==> src/rtl/conv_stream_engine.sv <==
// conv_stream_engine: streams pixel columns into a KERNELxKERNEL window and emits one weighted sum per strided window.
// Optional CONV_RELU_EN clamps negative results to zero in the result register.
module conv_stream_engine #(
    parameter int BIT_DEPTH = 8,
    parameter int KERNEL    = 3,
    parameter int IMG_WIDTH = 16,
    parameter int ACC_WIDTH = 2*BIT_DEPTH+5
) (
    input  logic                                clk,
    input  logic                                rst,
    input  logic                                start,
    input  logic [1:0]                          stride,
    input  logic                                w_we,
    input  logic [$clog2(KERNEL*KERNEL)-1:0]    w_addr,
    input  logic [BIT_DEPTH-1:0]                w_data,
    input  logic                                in_valid,
    input  logic [KERNEL*BIT_DEPTH-1:0]         in_col,
    output logic                                in_ready,
    output logic                                shift_buffer,
    output logic                                out_valid,
    output logic signed [ACC_WIDTH-1:0]         out_data,
    input  logic                                out_ready,
    output logic                                busy,
    output logic                                done
);
    localparam int NW = KERNEL*KERNEL;
    localparam int CW = $clog2(IMG_WIDTH+1);

    typedef enum logic [1:0] {IDLE, RUN, DRAIN, DONE} state_t;

    state_t                       state;
    logic [BIT_DEPTH-1:0]         win  [KERNEL][KERNEL];
    logic [BIT_DEPTH-1:0]         nwin [KERNEL][KERNEL];
    logic signed [BIT_DEPTH-1:0]  w    [NW];
    logic [CW-1:0]                col_cnt;
    logic [1:0]                   stride_eff;
    logic [1:0]                   skip;
    logic signed [2*BIT_DEPTH:0]  prod;
    logic signed [ACC_WIDTH-1:0]  sum;
    logic                         accept;
    logic                         qualify;

    assign in_ready     = (state == RUN) && (!out_valid || out_ready);
    assign accept       = in_valid && in_ready;
    assign shift_buffer = accept;
    // skip counts down the columns left before the next strided window
    assign qualify      = accept && (col_cnt >= CW'(KERNEL-1)) && (skip == 2'd0);

    always_comb begin
        sum  = '0;
        prod = '0;
        for (int i = 0; i < KERNEL; i++) begin
            for (int j = 0; j < KERNEL; j++) begin
                nwin[i][j] = (j == KERNEL-1) ? in_col[i*BIT_DEPTH +: BIT_DEPTH] : win[i][(j+1)%KERNEL];
                prod = $signed({1'b0, nwin[i][j]}) * w[i*KERNEL+j];
                sum  = sum + ACC_WIDTH'(prod);
            end
        end
    end

    // weights deliberately keep their value across reset
    always_ff @(posedge clk) begin
        if (w_we && state == IDLE && int'(w_addr) < NW)
            w[w_addr] <= w_data;
    end

    always_ff @(posedge clk or posedge rst) begin
        if (rst) begin
            state      <= IDLE;
            busy       <= 1'b0;
            done       <= 1'b0;
            out_valid  <= 1'b0;
            out_data   <= '0;
            col_cnt    <= '0;
            stride_eff <= 2'd1;
            skip       <= 2'd0;
            for (int i = 0; i < KERNEL; i++)
                for (int j = 0; j < KERNEL; j++)
                    win[i][j] <= '0;
        end else begin
            case (state)
                IDLE: if (start) begin
                    state      <= RUN;
                    busy       <= 1'b1;
                    stride_eff <= (stride == 2'd0) ? 2'd1 : stride;
                    col_cnt    <= '0;
                    skip       <= 2'd0;
                    for (int i = 0; i < KERNEL; i++)
                        for (int j = 0; j < KERNEL; j++)
                            win[i][j] <= '0;
                end
                RUN: if (accept && col_cnt == CW'(IMG_WIDTH-1))
                    state <= DRAIN;
                DRAIN: if (!out_valid || out_ready) begin
                    state <= DONE;
                    busy  <= 1'b0;
                    done  <= 1'b1;
                end
                default: begin
                    state <= IDLE;
                    done  <= 1'b0;
                end
            endcase
            if (accept) begin
                win     <= nwin;
                col_cnt <= col_cnt + 1'b1;
                if (col_cnt >= CW'(KERNEL-1))
                    skip <= (skip == 2'd0) ? stride_eff - 2'd1 : skip - 2'd1;
            end
            if (qualify) begin
                out_valid <= 1'b1;
`ifdef CONV_RELU_EN
                out_data  <= sum[ACC_WIDTH-1] ? '0 : sum;
`else
                out_data  <= sum;
`endif
            end else if (out_ready) begin
                out_valid <= 1'b0;
            end
        end
    end
endmodule

==> config.mk <==
export PLATFORM = sky130hd
export DESIGN_NAME = conv_stream_engine
export DESIGN_NICKNAME = d
export VERILOG_FILES = /design/src/rtl/conv_stream_engine.sv
export SDC_FILE = /design/constraint.sdc
export NUM_CORES = 2
export LEC_CHECK = 0
export ABC_AREA = 1
export CAP_MARGIN = 0
export CORE_UTILIZATION = 68
export CTS_CLUSTER_SIZE = 25
export DETAILED_ROUTE_END_ITERATION = 8
export DONT_BUFFER_PORTS = 1
export PLACE_DENSITY = 0.84
export SLEW_MARGIN = 20
export SYNTH_ARGS = -nofsm -noshare
export SYNTH_HDL_FRONTEND = slang
export SYNTH_SLANG_ARGS = --single-unit
==> constraint.sdc <==
create_clock -name clk -period 17.5 [get_ports clk]
set_clock_uncertainty 0.05 [all_clocks]
set_input_delay 1.75 -clock clk [delete_from_list [all_inputs] [get_ports clk]]
set_output_delay 1.75 -clock clk [all_outputs]
set_load 0.1 [all_outputs]
* After elaboration in Yosys (flattened, before gate mapping) *
Memory sizes are Yosys's and may differ from the RTL's.
Cells that the tools add are included.

word-level totals
  register bits = 83
  latch bits = 0
  RAM bits = 72
  bits in read-only memories = 0
  input port bits = 44
  output and inout port bits = 26
  memories kept = 1

memories
  memory  depth  width  rd ports  clocked after memory_dff  wr ports  RTL line  source
  w       9      8      9         0                         1         34        logic signed [BIT_DEPTH-1:0] w [NW];

operators by class
  add/subtract/negate cells = 11
  $mul = 9
  divide/modulo/power cells = 0
  order comparisons = 2
  equality and inequality tests = 6
  shifts and indexed selects = 0
  muxes and demuxes = 25
  bitwise logic cells = 1
  reduce and logical (&&, ||, !) cells = 22

operator list
  kind                                                 number
  2-to-1 mux 64 bit                                    3
  multiplier 9 x 8 -> 17 bit                           9
  adder 21 x 17 -> 21 bit                              4
  adder 20 x 17 -> 21 bit                              1
  adder 19 x 17 -> 20 bit                              1
  adder 18 x 17 -> 19 bit                              1
  adder 17 x 17 -> 18 bit                              1
  2-to-1 mux 2 bit                                     9
  2-to-1 mux 5 bit                                     3
  nonzero test 2 bit                                   4
  logical AND 1 bit                                    7
  2-to-1 mux 1 bit                                     7
  zero test 2 bit                                      3
  one-hot mux 2 bit (3 select lines)                   1
  AND reduction 2 bit                                  3
  AND reduction 3 bit                                  2
  adder 5 x 1 -> 5 bit, second input constant          1
  == test 5 x 4 -> 1 bit, second input constant        1
  >= comparator 5 x 2 -> 1 bit, second input constant  1
  < comparator 4 bit, second input constant            1
  != test 2 bit, second input constant                 2
  one-hot mux 1 bit (2 select lines)                   2
  subtractor 2 x 1 -> 2 bit, second input constant     2
  == test 2 x 1 -> 1 bit, second input constant        1
  6 further kinds                                      6

* Depth between registers and ports, before layout *
An unclocked memory read counts as a cell.

  depth after elaboration = 10
  mapped depth = 35

* Worst setup path after synthesis *
Ideal clock, no wire load.

  path type = input -> register
  start point = input port in_col[23]
  end point = register out_data[15]
  arrival = 8.281 ns
  required time = 17.330 ns
  path slack = 9.049 ns
  stages on the path = 25
  path buffers = 1
  cells stage by stage = clkbuf_1 -> nand2_1 -> fa_1 -> inv_1 -> fa_1 -> fa_1 -> fa_1 -> fa_1 -> inv_1 -> fa_1 -> inv_1 -> fa_1 -> inv_1 -> fa_1 -> fa_1 -> inv_1 -> fa_1 -> ha_1 -> a21oi_1 -> o21ai_1 -> a21oi_1 -> nand2_1 -> or2_1 -> nand3_1 -> nand2_1

between the ends
  cells in the longest elaborated chain, start to end = 2

RTL lines
  item                        RTL line  source
  start, declared             17        input logic [KERNEL*BIT_DEPTH-1:0] in_col,
  multiplier 9 x 8 -> 17 bit  55        prod = $signed({1'b0, nwin[i][j]}) * w[i*KERNEL+j];
  adder 21 x 17 -> 21 bit     56        sum = sum + ACC_WIDTH'(prod);
  end signal, assigned        115       out_data <= sum;
  end, declared               21        output logic signed [ACC_WIDTH-1:0] out_data,

No other way between the ends.
A chain may end at the register's enable or synchronous reset.

* Worst setup path after layout *
  start point = input port in_col[23]
  end point = register out_data[16]

Same word-level chain as after synthesis.

==> impl_metrics.ini <==
[floorplan]
coreArea_sq_um = 41000
floorplan.initialDensity = 0.692
die_x_microns = 206
fp-row-count = 74
fp.dieArea_sq_um = 42500
die_h_microns = 206
num_io_pins = 70

[critical_path]
path_buf_inv = 5
cp.arrival_ns = 8.41
critPathMaxFanout = 9
cp.required_ns = 17.83
cpLargestDelayFamily = adder cells
cp_slowest_stage_delay_ns = 0.58
critPathCaptureType = flip-flop
path_cells = nand2_1 -> fa_1 -> inv_1 -> fa_1 -> fa_1 -> inv_1 -> fa_1 -> inv_1 -> fa_1 -> fa_1 -> inv_1 -> fa_1 -> fa_1 -> fa_1 -> inv_1 -> fa_1 -> ha_1 -> a21oi_1 -> nand2_1 -> a21oi_1 -> nand3b_1 -> nand3_1 -> nand3_1 -> nand2_1
cp.depth = 24
crit_type = input pin to flip-flop
reg2reg_depth = 26
cp_common_cell = fa_1
start_kind = input pin
worst_path_max_delay_cell = fa_1

[grt]
grt.overflow.total = 0
grt_pass1_vias = 21800
grt_max_degree = 63
grtUsageTotal = 0.384
grt_first_pass_wirelength_microns = 119000
antenna_found_initial = 4

[sta]
finalMaxSlewViolations = 0
post-route-period-util = 0.462
slew_headroom = 0.191
rsz0062_at_grt = false
fin_crit_ns = 8.09
tns_ns = 0
max_freq_ghz = 0.124
setup_viol = 0
worst_pin_slew_ns = 1.21
finalHoldViolCount = 0

[placed_design]
dp.cells = 3660
io_buffer_count = 0
gp_congestion = 0.970
place_hpwl_microns = 65300

[layout]
fin_cells = 3693
drive_gt1_frac = 0.0187
areaGrowthSynthToFinish_pct = 2.41
postLayoutCoreUtil = 0.708
final_nets = 4065

[job]
cap_violations = 0

[cts]
cts_tree = yes
postCtsSetupRepairBufs = 0
clk_latency_ns = 0.50
cts_root_buffer = clkbuf_16
clockBufferDepth = 2
cts-buffers-inserted = 17
htreeDepth = 4
cts_resized = 0
clkTransAtPathRegs_ns = 0.06
hold_buffers = 0
clock_sinks = 155

[synthesis]
ys_warn_count = 0
synth_flop_cell = dfrtp_1
yosysUniqueCellTypes = 45
ys_async_sr_fraction = 0.535
syn_nets = 4195
synth_edf_count = 72
synth_seq_cells = 155
netlist_area_sq_um = 28400
ys_seq_area_frac = 0.149
synth_area_per_cell_sq_um = 8.66
syn-instance-count = 3277

[routing]
vias = 20000
wl_microns = 75300
vias_per_cell = 5.42
wl_per_cell_microns = 20.4
drt_pass1_iterations = 8
drt_iter0_drc = 1656
route.detailed.drc = 18
ant_nets = 0

[outcome]
status = finished, violations left
violations = design-rule violations

[hold_path]
worstHoldPathCells = 2
hold_class = flip-flop to flip-flop
## placed cells by master (no fill, tap or decap), types with 2 or more instances in the layout
cell / netlist / routed
xnor2_1: 9 / 9
nor3_1: 4 / 4
o22ai_1: 14 / 14
o21ai_2: 2 / 2
clkbuf_16: 0 / 17
buf_4: 3 / 5
clkinvlp_4: 0 / 2
or2_2: 2 / 2
a21oi_1: 21 / 21
inv_8: 0 / 4
clkinv_1: 2 / 2
nand3_1: 47 / 47
o21ai_1: 11 / 11
xor2_1: 4 / 4
nand2_1: 664 / 664
dfrtp_1: 82 / 82
inv_6: 0 / 3
o21ai_0: 49 / 49
nand3_2: 2 / 2
edfxtp_1: 72 / 72
nand2_2: 3 / 3
nand3b_1: 6 / 6
inv_2: 2 / 2
o21bai_1: 2 / 2
fa_1: 573 / 573
inv_1: 1153 / 1152
clkinv_2: 0 / 3
ha_1: 301 / 301
nor2_1: 81 / 81
## cells by family (layout without fill, tap and decap cells)
family,after synthesis,after routing,synth area share
buf+inv,1312,1195,0.175
other cells,0,1,0
flops,155,155,0.149
fa+ha+maj,874,874,0.537
simple gates,816,816,0.113
xor+xnor,13,13,0.00401
compound gates,107,107,0.0213
## worst paths after layout
kind,from,endpoint,slack (ns)
min in group asynchronous,rst,out_data[15],1.16
worst max register to register,w[7][7],out_data[16],9.65
worst min-delay path,stride_eff[0],stride_eff[0],0.44
worst min register to register,stride_eff[0],stride_eff[0],0.44
max in group asynchronous,rst,nwin[62],14.97
worst max-delay path,in_col[23],out_data[16],9.41
## through the flow
stage | hold slack, ns | setup slack, ns | cell area, sq um
floorplan | 0.396 | 9.05 | 28400
global placement | 0.413 | 8.90 | 28500
detailed placement | 0.428 | 8.88 | 28500
CTS | 0.437 | 9.43 | 29000
global route | 0.462 | 9.13 | 29000
finish | 0.441 | 9.41 | 29100
## layer usage
metal	track usage	vias up	part of all wire
li1	-	8855	-
met1	0.503	9992	0.38
met2	0.606	948	0.47
met3	0.0965	213	0.10
met4	0.172	8	0.047
met5	0.0119	-	0.0013
## tightest hold or removal path: cells and delay by family (launching register included)
kind	cells	cell delay, ns
compound gates	1	0.06
buf+inv	1	0.06
flops	1	0.36
## registers in the layout, summed over array words and instances, names as in the netlist, 2 cells and up
name	cells
stride_eff	2
out_data	21
nwin	48
col_cnt	5
w	72
skip	2
state	2
## layout make-up
class	instances	area (sq um)
inverter	1158	4350
fill	3201	12000
multi-input combinational	1810	19200
clock inverter	14	149
tap	532	666
clock buffer	18	439
timing repair buffer	5	37.5
antenna	1	2.50
sequential	155	4240
## Yosys cell counts (all sizes together), types with 2 or more instances
cell / count / share of area
a21oi: 23 / 0.0046
buf: 13 / 0.0029
clkbuf: 141 / 0.019
clkinv: 3 / 0.00057
dfrtp: 82 / 0.072
edfxtp: 72 / 0.076
fa: 573 / 0.40
ha: 301 / 0.13
inv: 1155 / 0.15
nand2: 668 / 0.089
nand3: 50 / 0.0096
nand3b: 6 / 0.0016
nor2: 82 / 0.011
nor3: 4 / 0.00071
o21ai: 62 / 0.011
o21bai: 2 / 0.00053
o22ai: 14 / 0.0031
or2: 3 / 0.00066
xnor2: 9 / 0.0028
xor2: 4 / 0.0012
Power is left out: the tool's default activity adds up to more than one toggle a clock period on the data nets, which glitch-free logic cannot reach.
